==> config.mk <==
export PLATFORM = sky130hd
export DESIGN_NAME = bcd_bin
export DESIGN_NICKNAME = d
export VERILOG_FILES = /design/src/rtl/calc_pkg.sv /design/src/rtl/bcd_adj.sv /design/src/rtl/bcd_bin.sv
export SDC_FILE = /design/constraint.sdc
export NUM_CORES = 1
export LEC_CHECK = 0
export CELL_PAD_IN_SITES_DETAIL_PLACEMENT = 1
export CELL_PAD_IN_SITES_GLOBAL_PLACEMENT = 1
export CORE_AREA = 2 2 75 77
export CTS_CLUSTER_SIZE = 40
export DETAILED_ROUTE_END_ITERATION = 6
export DIE_AREA = 0 0 77 79
export PLACE_DENSITY_LB_ADDON = 0.08
export RECOVER_POWER = 100
export SLEW_MARGIN = 10
export SYNTH_ARGS = -nofsm -noshare
export SYNTH_HDL_FRONTEND = slang
export SYNTH_SLANG_ARGS = --single-unit
==> constraint.sdc <==
create_clock -name clk -period 3.25 [get_ports clk]
set_input_delay 0.8125 -clock clk [delete_from_list [all_inputs] [get_ports clk]]
set_output_delay 0.8125 -clock clk [all_outputs]
set_load 0.01 [all_outputs]
==> src/rtl/calc_pkg.sv <==
// ---------------------------------------------------------------------------
// calc_pkg
// Shared definitions for the BCD-to-binary converter:
//   - bcd_state_t : FSM state encoding for bcd_bin (IDLE=0, SHIFT=1)
//   - DIGITS_DEF  : default number of packed BCD digits
//   - BIN_W_DEF   : default binary result width
//   - ADJ_THRESH  : nibble value at or above which the correction applies
//   - ADJ_CORR    : correction subtracted from an adjusted nibble
// ---------------------------------------------------------------------------
package calc_pkg;

    typedef enum logic {
        IDLE  = 1'b0,
        SHIFT = 1'b1
    } bcd_state_t;

    localparam int DIGITS_DEF = 4;
    localparam int BIN_W_DEF  = 14;

    localparam logic [3:0] ADJ_THRESH = 4'd8;
    localparam logic [3:0] ADJ_CORR   = 4'd3;

endpackage

==> src/rtl/bcd_adj.sv <==
// ---------------------------------------------------------------------------
// bcd_adj
// Combinational nibble correction used after each right shift of the BCD
// register: a nibble of 8 or more has just received a carried-in bit worth
// 8 that really represents 10/2 = 5, so 3 is subtracted.
// Ports:
//   nib_i : 4-bit nibble after the shift
//   nib_o : corrected nibble
// ---------------------------------------------------------------------------
module bcd_adj
    import calc_pkg::*;
(
    input  logic [3:0] nib_i,
    output logic [3:0] nib_o
);

    // Subtract the correction when the nibble reaches the threshold.
    always_comb begin
        if (nib_i >= ADJ_THRESH) begin
            nib_o = nib_i - ADJ_CORR;
        end else begin
            nib_o = nib_i;
        end
    end

endmodule

==> src/rtl/bcd_bin.sv <==
// ---------------------------------------------------------------------------
// bcd_bin
// Sequential packed-BCD to binary converter using reverse double dabble:
// one shift/adjust step per clock, 4*DIGITS steps per conversion.
// Optional input checking is enabled by defining BCD_BIN_CHECK_EN: a
// request containing a nibble > 9 then completes one cycle after capture
// with err=1 and bin_out=0. Without the macro err is always 0.
// Ports:
//   clk     : rising-edge clock
//   rst     : synchronous active-high reset
//   start   : conversion request, sampled only while idle
//   bcd_in  : packed BCD input, digit 0 in bits [3:0]
//   busy    : conversion in progress
//   rdy     : one-cycle pulse, bin_out/err valid
//   bin_out : binary result, held until the next rdy
//   err     : invalid digit flag, held until the next rdy
// ---------------------------------------------------------------------------
module bcd_bin #(
    parameter int DIGITS = calc_pkg::DIGITS_DEF,
    parameter int BIN_W  = calc_pkg::BIN_W_DEF
) (
    input  logic                  clk,
    input  logic                  rst,
    input  logic                  start,
    input  logic [4*DIGITS-1:0]   bcd_in,
    output logic                  busy,
    output logic                  rdy,
    output logic [BIN_W-1:0]      bin_out,
    output logic                  err
);
    import calc_pkg::*;

    localparam int SH_W  = 4 * DIGITS;
    localparam int CNT_W = (SH_W > 1) ? $clog2(SH_W) : 1;
    localparam logic [CNT_W-1:0] CNT_LAST = CNT_W'(SH_W - 1);

    bcd_state_t        state_q, state_d;
    logic [SH_W-1:0]   bcd_q, bcd_d;
    logic [SH_W-1:0]   bin_q, bin_d;
    logic [CNT_W-1:0]  cnt_q, cnt_d;
    logic              busy_q, busy_d;
    logic              rdy_q, rdy_d;
    logic [BIN_W-1:0]  bin_out_q, bin_out_d;
    logic              err_q, err_d;
    logic              inv_s;
    logic              inv_d;

    logic [SH_W-1:0]   bcd_sh_s;
    logic [SH_W-1:0]   bcd_adj_s;
    logic [SH_W-1:0]   bin_sh_s;

    // Shift {bcd, bin} right by one; the BCD LSB enters the binary MSB.
    assign bcd_sh_s = {1'b0, bcd_q[SH_W-1:1]};
    assign bin_sh_s = {bcd_q[0], bin_q[SH_W-1:1]};

    for (genvar g = 0; g < DIGITS; g++) begin : g_adj
        bcd_adj u_adj (
            .nib_i (bcd_sh_s[4*g +: 4]),
            .nib_o (bcd_adj_s[4*g +: 4])
        );
    end

`ifdef BCD_BIN_CHECK_EN
    logic inv_q;
    logic any_bad_s;

    // Flag any nibble of the incoming request that is not a decimal digit.
    always_comb begin
        any_bad_s = 1'b0;
        for (int i = 0; i < DIGITS; i++) begin
            any_bad_s = any_bad_s | (bcd_in[4*i +: 4] > 4'd9);
        end
    end

    // Hold the invalid-request flag for the single cycle spent in SHIFT.
    always_ff @(posedge clk) begin
        if (rst) begin
            inv_q <= 1'b0;
        end else begin
            inv_q <= inv_d;
        end
    end

    assign inv_s = inv_q;
`else
    logic any_bad_s;
    assign any_bad_s = 1'b0;
    assign inv_s     = 1'b0;
`endif

    // Next-state and datapath logic for the capture / shift / finish sequence.
    always_comb begin
        state_d   = state_q;
        bcd_d     = bcd_q;
        bin_d     = bin_q;
        cnt_d     = cnt_q;
        busy_d    = busy_q;
        rdy_d     = 1'b0;
        bin_out_d = bin_out_q;
        err_d     = err_q;
        inv_d     = inv_s;
        case (state_q)
            IDLE: begin
                if (start) begin
                    state_d = SHIFT;
                    bcd_d   = bcd_in;
                    bin_d   = '0;
                    cnt_d   = '0;
                    busy_d  = 1'b1;
                    inv_d   = any_bad_s;
                end else begin
                    inv_d   = 1'b0;
                end
            end
            SHIFT: begin
                if (inv_s) begin
                    // Invalid request: report immediately, no shifting.
                    state_d   = IDLE;
                    busy_d    = 1'b0;
                    rdy_d     = 1'b1;
                    bin_out_d = '0;
                    err_d     = 1'b1;
                    inv_d     = 1'b0;
                end else begin
                    bcd_d = bcd_adj_s;
                    bin_d = bin_sh_s;
                    if (cnt_q == CNT_LAST) begin
                        state_d   = IDLE;
                        busy_d    = 1'b0;
                        rdy_d     = 1'b1;
                        bin_out_d = BIN_W'(bin_sh_s);
                        err_d     = 1'b0;
                        cnt_d     = '0;
                    end else begin
                        cnt_d = cnt_q + CNT_W'(1);
                    end
                end
            end
            default: begin
                state_d = IDLE;
                busy_d  = 1'b0;
                inv_d   = 1'b0;
            end
        endcase
    end

    // State and output registers with synchronous reset.
    always_ff @(posedge clk) begin
        if (rst) begin
            state_q   <= IDLE;
            bcd_q     <= '0;
            bin_q     <= '0;
            cnt_q     <= '0;
            busy_q    <= 1'b0;
            rdy_q     <= 1'b0;
            bin_out_q <= '0;
            err_q     <= 1'b0;
        end else begin
            state_q   <= state_d;
            bcd_q     <= bcd_d;
            bin_q     <= bin_d;
            cnt_q     <= cnt_d;
            busy_q    <= busy_d;
            rdy_q     <= rdy_d;
            bin_out_q <= bin_out_d;
            err_q     <= err_d;
        end
    end

    assign busy    = busy_q;
    assign rdy     = rdy_q;
    assign bin_out = bin_out_q;
    assign err     = err_q;

endmodule

# ---- Word-level counts from Yosys, hierarchy flattened
# Cells that the tools add are included.
dict set report word_totals {
  elab_cells 41
  in_bits 19
  reg_bits 53
  output_inout_bits 17
}
dict set report classes {
  bitwise 1
  n_eq_ne 3
  order_cmp 4
  muxes 18
  reduce_logical 3
  n_addsub 5
}
# cell count
set ops {}
lappend ops {{$pmux W16 S2} 2}
lappend ops {{$mux W16} 2}
lappend ops {{$mux W4} 6}
lappend ops {{$ge A4 B4 Y1 const B} 3}
lappend ops {{$sub A4 B2 Y4 const B} 3}
lappend ops {{$pmux W4 S2} 1}
lappend ops {{$mux W1} 5}
lappend ops {{$add A4 B1 Y4 const B} 1}
lappend ops {{$eq A4 B4 Y1 const B} 1}
lappend ops {{$ge A3 B4 Y1 const B} 1}
lappend ops {{$pmux W1 S2} 2}
lappend ops {{$reduce_and A2 Y1} 2}
lappend ops {{$sub A3 B2 Y4 const B} 1}
lappend ops {{$ne A2 B1 Y1 const B} 1}
lappend ops {{$ne A2 B2 Y1 const B} 1}
lappend ops {{$reduce_or A2 Y1} 1}
lappend ops {{$not A1 Y1} 1}

# ---- Longest topological paths before layout
dict set report logic_depth {
  word_depth 3
  ltp_mapped 6
  mapped_depth_nobuf 4
}

# ---- Hierarchy
# From an unflattened synthesis, not the netlist that was laid out.
dict set report hier_totals {
  cells_unflattened 248
  hier_area_um2 2389.8
}
# module seq_area_each_um2 area_each_um2 cells_each instances
set modules_own_cells {}
lappend modules_own_cells {bcd_bin 1041.0 2084.5 204 1}
lappend modules_own_cells {bcd_adj 0.0 76.3 11 4}

# ---- Least setup slack after synthesis
# Ideal clock, no wire load.
dict set report synth_path {
  kind {input to register}
  startpoint {input port start}
  endpoint {register bcd_q[12]}
  setup_time_ns 0.128
  path_slack_ns 1.690
  cell_stages 4
  arrival_time_ns 1.432
  required_ns 3.122
  n_path_buf 1
  cell_sequence {buf_4 -> mux2_1 -> mux2i_1 -> nor2_1}
}
dict set report synth_between {
  elab_chain_cells 1
}
# element line
set synth_rtl {}
lappend synth_rtl {{start: declaration} bcd_bin.sv:24} ;# input logic start,
lappend synth_rtl {{$ne A2 B2 Y1 (no line)} n/a}
lappend synth_rtl {{end signal: assignment} bcd_bin.sv:151} ;# bcd_q <= '0;
lappend synth_rtl {{end signal: assignment} bcd_bin.sv:160} ;# bcd_q <= bcd_d;
lappend synth_rtl {{end: declaration} bcd_bin.sv:38} ;# logic [SH_W-1:0] bcd_q, bcd_d;
# Every way passes these cells.
# A chain may end at the register's enable or synchronous reset.

==> results.md <==
- Vias in the first global route: 1714
- Worst clock skew: 12.5 ps
- Hold Path Class: flip-flop to flip-flop
- ANT cells: 0
- Post-Syn Nets: 259
- Crit path max fanout: 37
- Fmax: 401 MHz
- CTS buffer count: 5
- GR Overflow Total: 0
- Detailed Route WL: 4630 microns
- Most frequent cells in the layout: dfxtp_1, nor2_1, a21oi_1, a211oi_1, dlygate4sd3_1
- Reg power frac: 56.4%
- Register area share after synthesis: 46.0%
- Async SR Flop Fraction: 0%
- Reg2reg path depth: 4
- Root buffer cell: clkbuf_8
- Critical path class: input port to flip-flop
- Max cap viols: 0
- Mean post-synth cell area: 9.72 sq um
- GP Congestion: 0.677
- Number of fillers in the final layout: 624
- Final Hold Viols: 0
- Crit. End Element: flip-flop
- Final Cycle Share: 76.7%
- Bufs on Longest Clock Path: 2
- Sw Share: 26.8%
- Cell area power density: 446 nW/um^2
- Pint: 878 uW
- Ys Warns: 0
- Rel. slew slack: 27.6%
- Tmin final: 2490 ps
- Leakage: 1.03 nW
- Die Area: 6080 sq um
- Post-CTS setup buffer count: 0
- Clock share of power: 32.7%
- Final Slew Violations: 0
- Clk pin slew, worst setup/hold paths: 100 ps
- Detail Placement HPWL: 2900 microns
- Sum Neg Setup Slack: 0 ps
- Placed cells: 322
- RSZ-0062 raised after global routing: no
- Reg-to-Reg Start: cnt_q[0]
- Row cnt: 27
- Outcome: finished clean
- Setup violations, final: 0
- Comb power frac: 10.9%
- Net count, final: 283
- Port Buf Inserts: 34
- Antenna Violating Nets Remaining: 0
- RR Endpoint: bin_out[0]
- Flops & latches, synth: 52
- Worst-margin pin slew: 1080 ps
- Crit path DAT: 2740 ps
- Mapped Area: 2260 sq um
- Initial antenna violation count: 0
- Core Footprint: 5340 sq um
- Startpoint types: input port
- Clock Latency Late Sink: 310 ps
- CP Launch Point: rst
- Critical Path End: bin_out[0]
- CTS resizes: 0
- Finished Core Util: 50.4%
- Vias: 1697
- GRT Total Usage: 16.6%
- Syn Inst Count: 233
- Layout cells sized above 1: 5.04%
- H-tree lvl count: 2
- NetSw: 321 uW
- Final std cells w/o fill: 330
- Worst path required time: 3490 ps
- Worst reg2reg setup slack: 1350 ps
- 1st-iter DRT viols: 110
- Die H: 79 microns
- CTS Hold Bufs: 0
- Maximum vdd drop: 0.189 mV
- Largest net degree at the start of global routing: 68
- Layout area overhead: 18.8%
- Clock Sinks: 52
- Most common cell after layout, fill and taps aside: dfxtp_1
- Initial core utilization: 42.4%
- First-pass GRT wire length: 8180 microns
- Average wire per standard cell: 14.0 microns
- DIE WIDTH: 77 microns
- CTS tree: yes
- Total iterations of the first detailed-routing run: 4
- DR vias/cell: 5.14
- Post-synth EDFFs: 0
- # IOs: 36
- Unique masters post-synth: 29
- Most common flop cell mapped by yosys: dfxtp_1
- Post-route DRC: 0
-- final cells by class --
class | count | area, sq um | share of cell area [%]
multi-input cells | 154 | 1080 | 40.0
inverters | 7 | 26.3 | 0.977
clock buffers | 5 | 68.8 | 2.56
flip-flops and latches | 52 | 1040 | 38.7
well taps | 72 | 90.1 | 3.35
repair buffers | 37 | 360 | 13.4
clock inverters | 3 | 25.0 | 0.930
-- sequential cells by signal, summed over array words and instances (netlist names) --
name     flops
bcd_q       16
bin_out     14
bin_q       15
busy         1
cnt_q        4
rdy          1
state_q      1
-- worst min-delay path by stage --
stage / cells after the start / end / slack (ps) / startpoint
after floorplan: 1 / bin_out[0] / 430 / bin_q[1]
after global placement: 1 / bin_out[3] / 460 / bin_out[3]
after detailed placement: 1 / bin_out[7] / 470 / bin_out[7]
after CTS: 1 / bin_out[0] / 500 / bin_q[1]
after global routing: 1 / bin_out[1] / 520 / bin_out[1]
final: 1 / bin_out[5] / 490 / bin_out[5]
-- kinds of logic after synthesis --
| logic type | Yosys count | share of synthesized area [%] |
|---|---|---|
| DFF | 52 | 46.0 |
| xor gates and xnor gates | 6 | 2.32 |
| muxes | 15 | 6.80 |
| adders and majority gates | 7 | 3.87 |
| and+or+nand+nor | 65 | 16.2 |
| AOI/OAI and AO/OA | 60 | 18.3 |
| buffers and inverters | 27 | 6.35 |
| other | 1 | 0.166 |
-- Yosys cell counts (3+ instances only) --
master / n / area [sq um]
nor2_1: 24 / 90.1
dfxtp_1: 52 / 1040
clkbuf_1: 6 / 22.5
buf_4: 3 / 22.5
ha_1: 7 / 87.6
mux2i_1: 12 / 120
inv_1: 7 / 26.3
buf_6: 3 / 33.8
xnor2_1: 6 / 52.6
a21oi_1: 21 / 105
nor3b_1: 16 / 120
nand2_1: 4 / 15.0
o22a_1: 3 / 26.3
buf_2: 7 / 35.0
a211oi_1: 19 / 143
mux2_1: 3 / 33.8
a22o_1: 14 / 123
nor2b_1: 15 / 93.8
-- layer usage --
layer  up-vias  GRT usage, %  wire length [microns]
met1       808          22.6                   2340
met5         -             0                      0
li1        858             -                      -
met4         0          4.82                     52
met3         7          3.07                    113
met2        24          27.0                   2120
-- worst max-delay path, stage by stage --
cell and delay, ps:
dlygate4sd3_1 570, buf_4 270, nor2_1 820, a22o_1 240
-- through the flow --
stage,setup WS [ps],power [mW],hold slack [ps],instance area (sq um)
global placement,793,0.821,462,2600
finish,757,1.20,490,2690
global route,600,1.27,520,2690
detailed placement,788,0.825,469,2600
floorplan,1690,0.784,434,2260
CTS,1120,1.22,495,2700
-- power by group through the flow --
stage | clock (mW) | sequential [mW] | combinational, mW
5_1_grt | 0.439 | 0.681 | 0.147
4_1_cts | 0.408 | 0.677 | 0.134
3_5_place_dp | 0 | 0.692 | 0.133
6_report | 0.393 | 0.677 | 0.130
3_3_place_gp | 0 | 0.691 | 0.130
2_1_floorplan | 0 | 0.685 | 0.0987
(Power assumes the default switching activity.)
